`src/rtl/pulse_sequencer_if.sv`:
```
// FIFO-side and DAC-side signal bundle for pulse_sequencer.
// The sequencer takes the slave view; a FIFO/DAC model or test bench takes the master view.
interface pulse_sequencer_if #(
  parameter int DUR_W = 16,
  parameter int AMP_W = 16,
  parameter int CNT_W = 16
) ();
  logic                   start;
  logic                   stop;
  logic [DUR_W+AMP_W-1:0] fifo_dout;
  logic                   fifo_empty;
  logic                   fifo_read;
  logic [AMP_W-1:0]       dac_data;
  logic                   dac_valid;
  logic                   busy;
  logic                   done;
  logic                   underflow;
  logic [CNT_W-1:0]       seg_count;

  modport slave (
    input  start, stop, fifo_dout, fifo_empty,
    output fifo_read, dac_data, dac_valid, busy, done, underflow, seg_count
  );

  modport master (
    output start, stop, fifo_dout, fifo_empty,
    input  fifo_read, dac_data, dac_valid, busy, done, underflow, seg_count
  );
endinterface

```
`src/rtl/pulse_sequencer.sv`:
```
// Plays {duration, amplitude} instruction words from a FIFO as a gapless DAC sample
// stream, with a one-word prefetch register so segments of 3+ cycles chain seamlessly.
module pulse_sequencer #(
  parameter int DUR_W = 16,
  parameter int AMP_W = 16,
  parameter int CNT_W = 16
) (
  input  logic            clk,
  input  logic            reset,
  pulse_sequencer_if.slave bus
);
  localparam int WORD_W = DUR_W + AMP_W;

  typedef enum logic [1:0] {S_IDLE, S_PRIME, S_PLAY} state_t;

  state_t              r_state;
  state_t              w_next_state;
  logic [DUR_W-1:0]    r_remaining;
  logic [WORD_W-1:0]   r_nxt_word;
  logic                r_nxt_valid;
  logic                r_rd_pending;
  logic [AMP_W-1:0]    r_dac_data;
  logic                r_dac_valid;
  logic                r_done;
  logic                r_underflow;
  logic [CNT_W-1:0]    r_seg_count;

  logic [DUR_W-1:0]    w_nxt_dur;
  logic [AMP_W-1:0]    w_nxt_amp;
  logic                w_busy;
  logic                w_fifo_read;
  logic                w_start_seq;
  logic                w_load;
  logic                w_consume;
  logic                w_done;
  logic                w_uflow;
  logic                w_flush;

  function automatic logic [CNT_W-1:0] sat_inc(input logic [CNT_W-1:0] v);
    return (&v) ? v : v + 1'b1;
  endfunction

  assign w_nxt_dur   = r_nxt_word[WORD_W-1:AMP_W];
  assign w_nxt_amp   = r_nxt_word[AMP_W-1:0];
  assign w_busy      = (r_state != S_IDLE);
  // At most one read in flight, and none once a word (possibly the end marker) is parked.
  assign w_fifo_read = w_busy & ~r_nxt_valid & ~r_rd_pending & ~bus.fifo_empty & ~bus.stop;

  always_ff @(posedge clk or negedge reset) begin
    if (!reset) r_state <= S_IDLE;
    else        r_state <= w_next_state;
  end

  always_comb begin
    w_next_state = r_state;
    w_start_seq  = 1'b0;
    w_load       = 1'b0;
    w_consume    = 1'b0;
    w_done       = 1'b0;
    w_uflow      = 1'b0;
    w_flush      = 1'b0;
    case (r_state)
      S_IDLE: begin
        if (bus.start && !bus.stop) begin
          w_start_seq  = 1'b1;
          w_next_state = S_PRIME;
        end
      end
      S_PRIME: begin
        if (bus.stop) begin
          w_flush      = 1'b1;
          w_next_state = S_IDLE;
        end else if (r_nxt_valid) begin
          w_consume = 1'b1;
          if (w_nxt_dur == '0) begin
            w_done       = 1'b1;
            w_next_state = S_IDLE;
          end else begin
            w_load       = 1'b1;
            w_next_state = S_PLAY;
          end
        end
      end
      S_PLAY: begin
        if (bus.stop) begin
          w_flush      = 1'b1;
          w_next_state = S_IDLE;
        end else if (r_remaining == DUR_W'(1)) begin
          if (r_nxt_valid) begin
            w_consume = 1'b1;
            if (w_nxt_dur == '0) begin
              w_done       = 1'b1;
              w_next_state = S_IDLE;
            end else begin
              w_load = 1'b1;
            end
          end else begin
            // Late prefetch: the in-flight word still lands in r_nxt_word and is kept.
            w_uflow      = 1'b1;
            w_next_state = S_IDLE;
          end
        end
      end
      default: w_next_state = S_IDLE;
    endcase
  end

  always_ff @(posedge clk or negedge reset) begin
    if (!reset) begin
      r_rd_pending <= 1'b0;
      r_nxt_valid  <= 1'b0;
      r_nxt_word   <= '0;
      r_remaining  <= '0;
      r_dac_data   <= '0;
      r_dac_valid  <= 1'b0;
      r_done       <= 1'b0;
      r_underflow  <= 1'b0;
      r_seg_count  <= '0;
    end else begin
      r_rd_pending <= w_fifo_read & ~w_flush;
      if (w_flush || w_consume)
        r_nxt_valid <= 1'b0;
      else if (r_rd_pending)
        r_nxt_valid <= 1'b1;
      if (r_rd_pending && !w_flush)
        r_nxt_word <= bus.fifo_dout;

      if (w_load)
        r_remaining <= w_nxt_dur;
      else if (r_state == S_PLAY)
        r_remaining <= r_remaining - 1'b1;

      if (w_load) begin
        r_dac_data  <= w_nxt_amp;
        r_dac_valid <= 1'b1;
      end else if (w_next_state == S_IDLE) begin
        r_dac_data  <= '0;
        r_dac_valid <= 1'b0;
      end

      r_done <= w_done;

      if (w_start_seq)
        r_underflow <= 1'b0;
      else if (w_uflow)
        r_underflow <= 1'b1;

      if (w_start_seq)
        r_seg_count <= '0;
      else if (w_load)
        r_seg_count <= sat_inc(r_seg_count);
    end
  end

  assign bus.fifo_read = w_fifo_read;
  assign bus.dac_data  = r_dac_data;
  assign bus.dac_valid = r_dac_valid;
  assign bus.busy      = w_busy;
  assign bus.done      = r_done;
  assign bus.underflow = r_underflow;
  assign bus.seg_count = r_seg_count;
endmodule

```
`src/flat_wrapper.sv`:
```
// flat-port wrapper written by rule: the top's interface ports become plain ports
module pulse_sequencer_flat 
#(
  parameter int DUR_W = 16,
  parameter int AMP_W = 16,
  parameter int CNT_W = 16
)
  (clk, reset, bus_start, bus_stop, bus_fifo_dout, bus_fifo_empty, bus_fifo_read, bus_dac_data, bus_dac_valid, bus_busy, bus_done, bus_underflow, bus_seg_count);
  pulse_sequencer_if #(.DUR_W(DUR_W), .AMP_W(AMP_W), .CNT_W(CNT_W)) bus_i ();
  input  logic clk;
  input  logic reset;
  input wire logic [$bits(bus_i.start)-1:0] bus_start;
  input wire logic [$bits(bus_i.stop)-1:0] bus_stop;
  input wire logic [$bits(bus_i.fifo_dout)-1:0] bus_fifo_dout;
  input wire logic [$bits(bus_i.fifo_empty)-1:0] bus_fifo_empty;
  output wire logic [$bits(bus_i.fifo_read)-1:0] bus_fifo_read;
  output wire logic [$bits(bus_i.dac_data)-1:0] bus_dac_data;
  output wire logic [$bits(bus_i.dac_valid)-1:0] bus_dac_valid;
  output wire logic [$bits(bus_i.busy)-1:0] bus_busy;
  output wire logic [$bits(bus_i.done)-1:0] bus_done;
  output wire logic [$bits(bus_i.underflow)-1:0] bus_underflow;
  output wire logic [$bits(bus_i.seg_count)-1:0] bus_seg_count;
  assign bus_i.start = bus_start;
  assign bus_i.stop = bus_stop;
  assign bus_i.fifo_dout = bus_fifo_dout;
  assign bus_i.fifo_empty = bus_fifo_empty;
  assign bus_fifo_read = bus_i.fifo_read;
  assign bus_dac_data = bus_i.dac_data;
  assign bus_dac_valid = bus_i.dac_valid;
  assign bus_busy = bus_i.busy;
  assign bus_done = bus_i.done;
  assign bus_underflow = bus_i.underflow;
  assign bus_seg_count = bus_i.seg_count;
  pulse_sequencer #(.DUR_W(DUR_W), .AMP_W(AMP_W), .CNT_W(CNT_W)) u_core (.clk(clk), .reset(reset), .bus(bus_i));
endmodule
```
`config.mk`:
```
export PLATFORM = sky130hd
export DESIGN_NAME = pulse_sequencer_flat
export DESIGN_NICKNAME = d
export VERILOG_FILES = /design/src/rtl/pulse_sequencer_if.sv /design/src/rtl/pulse_sequencer.sv /design/src/flat_wrapper.sv
export SDC_FILE = /design/constraint.sdc
export NUM_CORES = 1
export LEC_CHECK = 0
export CAP_MARGIN = 20
export CORE_ASPECT_RATIO = 0.9
export CORE_MARGIN = 4
export CORE_UTILIZATION = 48
export DETAILED_ROUTE_END_ITERATION = 8
export PLACE_DENSITY = 0.77
export SYNTH_ARGS = -nofsm -noshare
export SYNTH_HDL_FRONTEND = slang
export SYNTH_SLANG_ARGS = --single-unit
export TNS_END_PERCENT = 20
```
`constraint.sdc`:
```
create_clock -name clk -period 2.4 [get_ports clk]
set_input_delay 0.36 -clock clk [delete_from_list [all_inputs] [get_ports clk]]
set_output_delay 0.36 -clock clk [all_outputs]
set_load 0.05 [all_outputs]
```
-- Yosys cells after proc, flatten, opt, wreduce, memory -nomap -nowiden
Index checks and enable logic that the tools add are counted.
- word-level logic and storage cells: 90
- register bits after elaboration: 87
- eq/ne operators: 4
- add/subtract/negate cells: 2
- muxes and demuxes: 47
- reductions and logical operators: 17
- bitwise operators: 10
- operator list (cell ; number):
    $mux W16 ; 7
    $mux W1 ; 28
    $add A16 B1 Y16 const B ; 1
    $eq A16 B1 Y1 const B ; 1
    $logic_not A16 Y1 ; 1
    $mux W2 ; 8
    $reduce_and A16 Y1 ; 1
    $sub A16 B1 Y16 const B ; 1
    $reduce_bool A2 Y1 ; 6
    $pmux W1 S2 ; 3
    $pmux W2 S3 ; 1
    $and A1 B1 Y1 ; 5
    $not A1 Y1 ; 5
    $logic_not A2 Y1 ; 2
    $eq A2 B1 Y1 const B ; 1
    $eq A2 B2 Y1 const B ; 1
    $logic_and A1 B1 Y1 ; 2
    $logic_not A1 Y1 ; 2
    $ne A2 B1 Y1 const B ; 1
    $reduce_and A2 Y1 ; 1
    $reduce_or A2 Y1 ; 1
    $logic_or A1 B1 Y1 ; 1

-- Longest topological paths before layout
- word-level depth: 9
- depth in mapped cells: 10

-- Least setup slack after synthesis
Ideal clock, no wire load.
- path type: register to output
- start point: register u_core.r_state[1]
- end point: output port bus_fifo_read
- cell stages (with the launch flop): 4
- arrival: 2.383 ns
- setup slack: -0.343 ns
- buffers on the path: 0
- required time: 2.040 ns
- cells stage by stage: dfrtp_1 > inv_1 > ha_1 > nor4b_1
- cells in the longest elaborated chain, start to end: 5
- RTL lines (what ; line ; RTL):
    start, declared ; pulse_sequencer.sv:16 ; state_t r_state;
    start signal, assigned ; pulse_sequencer.sv:51 ; else r_state <= w_next_state;
    $reduce_bool A2 Y1 ; pulse_sequencer.sv:45 ; assign w_busy = (r_state != S_IDLE);
    $and A1 B1 Y1 (4 in series) ; pulse_sequencer.sv:47 ; assign w_fifo_read = w_busy & ~r_nxt_valid & ~r_rd_pending & ~bus.fifo_empty & ~bus.stop;
    end, declared ; flat_wrapper.sv:16 ; output wire logic [$bits(bus_i.fifo_read)-1:0] bus_fifo_read;
Every way passes these cells.

-- Worst setup path in the final report
- start point: register u_core.r_remaining[6]
- end point: register u_core.r_seg_count[9] (netlist: u_core.bus.seg_count[9])
- cells in the longest elaborated chain, start to end: 6
- RTL lines (what ; line ; RTL):
    start, declared ; pulse_sequencer.sv:18 ; logic [DUR_W-1:0] r_remaining;
    start signal, assigned ; pulse_sequencer.sv:129 ; r_remaining <= w_nxt_dur;
    start signal, assigned ; pulse_sequencer.sv:131 ; r_remaining <= r_remaining - 1'b1;
    $eq A16 B1 Y1 ; pulse_sequencer.sv:88 ; end else if (r_remaining == DUR_W'(1)) begin
    $mux W1 ; pulse_sequencer.sv:88 ;
    $mux W1 ; pulse_sequencer.sv:85 ; if (bus.stop) begin
    $pmux W1 S2 ; pulse_sequencer.sv:62 ; case (r_state)
    $reduce_bool A2 Y1 (no line) ; n/a ;
    $reduce_and A2 Y1 (no line) ; n/a ;
    end signal, assigned ; pulse_sequencer.sv:151 ; r_seg_count <= sat_inc(r_seg_count);
    end, declared ; pulse_sequencer.sv:26 ; logic [CNT_W-1:0] r_seg_count;
Every way passes these cells.
A chain may end at the register's enable or synchronous reset.

==> summary.md <==
| Metric | Value |
|---|---|
| Summed instance area of the synthesized netlist | 4160 um2 |
| Overall power consumption | 0.00451 W |
| Number of antenna violations at the first check in global routing | 0 |
| Cell internal pwr | 0.00301 W |
| Ordered cell list for the critical path | or4_4, a211o_1, a211o_1, buf_12, o41ai_1, a21oi_2 |
| CP dominant cell by count | a211o_1 |
| Synth warn | 0 |
| Largest fanout on the critical path | 14 |
| Total power per unit cell area | 813 nW/um2 |
| Count of unresolved DRC violations after routing | 0 |
| Layout cells sized above 1 | 0.206 |
| Total number of clock tree sinks | 87 |
| Class of the most critical hold timing path | in -> async |
| Final WL | 9.56 mm |
| Hold violation total from the final report | 0 |
| Slowest stage cell, crit path | or4_4 |
| Setup slack of the critical path after layout | -0.0227 ns |
| Worst setup timing slack at the placement stage | -0.0725 ns |
| Number of synthesized register bits | 87 |
| Last weighted congestion value of the routability-driven placer | 0.923 |
| Violations in the final reports | setup timing |
| Worst setup path class | reg -> reg |
| Maximum number of pins on one net before global-route repair | 44 |
| CTS tree | yes |
| Number of H-tree levels | 3 |
| Number of buffers created by CTS | 9 |
| Number of distinct library cell variants in the gate-level netlist after synthesis | 43 |
| Share of power burned in registers | 0.474 |
| Worst slack on hold paths | 0.434 ns |
| Minimum clock period after layout | 2.42 ns |
| Ports placed on the boundary | 74 |
| Sequential fraction of the synthesis area | 0.524 |
| Part of the cycle the worst path needs | 1.01 |
| Width of the die | 106 um |
| Number of max-slew violations in the final report | 0 |
| Slew at the pin closest to its max-slew limit | 0.544 ns |
| Number of standard cells after synthesis | 381 |
| Post-synthesis to final-layout area growth | 33.5% |
| Clock latency on the worst-skew pair | 0.36 ns |
| Vias in the first global route | 3,296 |
| Detail-routed net length per standard cell | 15.8 um |
| First-pass GRT wire length | 15.8 mm |
| Top cells by area in the synthesized netlist | dfrtp_1 52%, mux2_2 8.7%, mux2i_1 5.5% |
| Leakage dissipation | 2.33 nW |
| Average instance area after synthesis | 10.9 um2 |
| Fraction of post-synthesis cell area in the top cell type by area | 0.524 |
| Net total in the final layout | 529 |
| CP bufs+invs | 1 |
| Setup repair after global routing missed its margin | yes |
| Max_cap viols | 0 |
| Starting density of the core | 0.505 |
| Count of TritonRoute iterations in the first routing pass | 5 |
| Critical path startpoint category | flip-flop |
| Util after Layout | 0.675 |
| Share of power burned in the clock network | 0.208 |
| Worst ir drop on vdd | 425 uV |
| Final HPWL from detailed placement | 6.84 mm |
| Library cell with the highest instance count after synthesis | dfrtp_1 |
| Die Area | 10,200 um2 |
| Main synth FF type | dfrtp_1 |
| CP endpoint kind | flip-flop |
| Setup total negative slack | -0.0227 ns |
| Clock-pin slew on the worst setup and hold paths | 0.09 ns |
| Outcome | finished, violations left |
| CTS Root Cell | clkbuf_8 |
| Most numerous cell types in the synthesized netlist | 87 x dfrtp_1, 41 x nand2_1, 32 x mux2_2, 29 x a21oi_1, 23 x mux2i_1 |
| Gate family responsible for the most delay along the worst path | compound AO/OA/AOI/OAI gates |
| Drt initial violations | 93 |
| Antenna cells | 0 |
| Achievable clock frequency | 413 MHz |
| Max Root-Sink Buffers | 2 |
| Post-Route Skew | 0.00803 ns |
| Mean number of vias per cell | 5.45 |
| Vert. Die Dim | 96.3 um |
| Arrival time of data at the critical path endpoint | 2.65 ns |
| Async SR Flop Fraction | 1.00 |
| Switching component of the power | 0.00150 W |
| Number of enable flip-flop cells after synthesis | 0 |
| Switching Share | 0.333 |
| Worst endpoint required time | 2.63 ns |
| Number of port buffers | 73 |
| Combinational power share | 0.318 |
| Floorplan row count | 31 |
| Crit path largest cell delay | 0.55 ns |
| Overflow left after global routing | 0 |
| Total number of vias | 3,296 |
| Number of nets with antenna violations after detailed routing | 0 |
| Dominant cell type by area after synthesis | dfrtp_1 |
| Final Setup Violations | 1 |
| Nets in the synthesized netlist | 425 |
| Core Area | 8220 um2 |
| All-layer global routing usage | 0.194 |
| Worst slew slack as a fraction of its limit | 0.634 |
-- worst register-to-register path: stages, from the launching register on --
cell and delay (ns):
dfrtp_1 0.39, or4_4 0.55, a211o_1 0.28, a211o_1 0.28
buf_12 0.16, o41ai_1 0.54, a21oi_2 0.10
-- metal layers --
metal,global-route usage,routed length [um],share of wire,up-vias
met5,0,0,0,-
met4,0.0475,63,0.0066,0
met3,0.0630,532,0.056,5
met2,0.305,4530,0.47,79
met1,0.264,4430,0.46,1630
li1,-,-,-,1582
-- layout by cell type, fill, tap and decap left out, drive strengths merged, types with 12 or more instances in the layout --
cell / count
a21oi: 29
mux2i: 23
nor2: 20
buf: 39
inv: 12
clkdlybuf4s50: 71
nand3: 13
mux2: 32
nand2: 41
dfrtp: 87
o21ai: 17
-- repair_timing --
action                                 CTS  global route
cloned                                   0             0
resized for setup                        0            12
pin swaps                                7             1
hold buffers                             1             0
endpoints found under the hold margin   22             0
setup endpoints to repair                2            28
setup buffers                            1             1
-- final cells by class --
| type | count | area (um2) |
|---|---|---|
| Clock buffer | 11 | 131 |
| Clock inverter | 5 | 41.3 |
| Inverter | 9 | 33.8 |
| Multi-Input combinational cell | 267 | 1930 |
| Tap cell | 115 | 144 |
| Timing Repair Buffer | 111 | 1090 |
| Fill cell | 641 | 2680 |
| Sequential cell | 87 | 2180 |
-- cells by family (layout without fill, tap and decap cells) --
| kind of cell | Yosys count | count (layout) | synth area share |
|---|---|---|---|
| multiplexers | 55 | 55 | 0.142 |
| flip-flops | 87 | 87 | 0.524 |
| AO/OA/AOI/OAI | 68 | 68 | 0.103 |
| XOR/XNOR | 13 | 13 | 0.0274 |
| AND/OR/NAND/NOR | 124 | 124 | 0.154 |
| buffers and inverters | 27 | 136 | 0.0283 |
| adder cells (fa/ha/maj) | 7 | 7 | 0.0211 |
-- per-stage QoR --
stage / instances / cell area [um2]
2_1_floorplan: 381 / 4160
3_3_place_gp: 586 / 5290
3_5_place_dp: 586 / 5290
4_1_cts: 604 / 5480
5_1_grt: 605 / 5550
6_report: 605 / 5550
-- path summary, 6_finish.rpt --
kind / startpoint / endpoint / slack (ns) / depth (start not counted)
max in group asynchronous: reset / u_core.bus.dac_data[1]$_DFFE_PN0P_ / 1.38 / 3
worst min-delay path: reset / u_core.r_nxt_word[27]$_DFFE_PN0P_ / 0.43 / 2
min in group clk: u_core.bus.underflow$_DFFE_PN0P_ / u_core.bus.underflow$_DFFE_PN0P_ / 0.50 / 2
worst min register to register: u_core.bus.underflow$_DFFE_PN0P_ / u_core.bus.underflow$_DFFE_PN0P_ / 0.50 / 2
worst max-delay path: u_core.r_remaining[6]$_DFFE_PN0P_ / u_core.bus.seg_count[9]$_DFFE_PN0P_ / -0.02 / 6
worst max register to register: u_core.r_remaining[6]$_DFFE_PN0P_ / u_core.bus.seg_count[9]$_DFFE_PN0P_ / -0.02 / 6
-- power groups by stage --
stage | Sequential, W | Combinational [W] | Clock (W)
after global routing | 0.00219 | 0.00158 | 0.00102
after detailed placement | 0.00216 | 0.00136 | 0
after floorplan | 0.00210 | 0.000859 | 0
after global placement | 0.00213 | 0.00132 | 0
after CTS | 0.00212 | 0.00138 | 0.000957
final | 0.00214 | 0.00144 | 0.000936
-- flip-flops by register name (all words and copies together) (netlist names) --
register / cells
u_core.bus.seg_count: 16
u_core.bus.dac_data: 16
u_core.bus.underflow: 1
u_core.r_state: 2
u_core.bus.done: 1
u_core.r_nxt_word: 32
u_core.bus.dac_valid: 1
u_core.r_nxt_valid: 1
u_core.r_rd_pending: 1
u_core.r_remaining: 16
(Power assumes the default switching activity.)
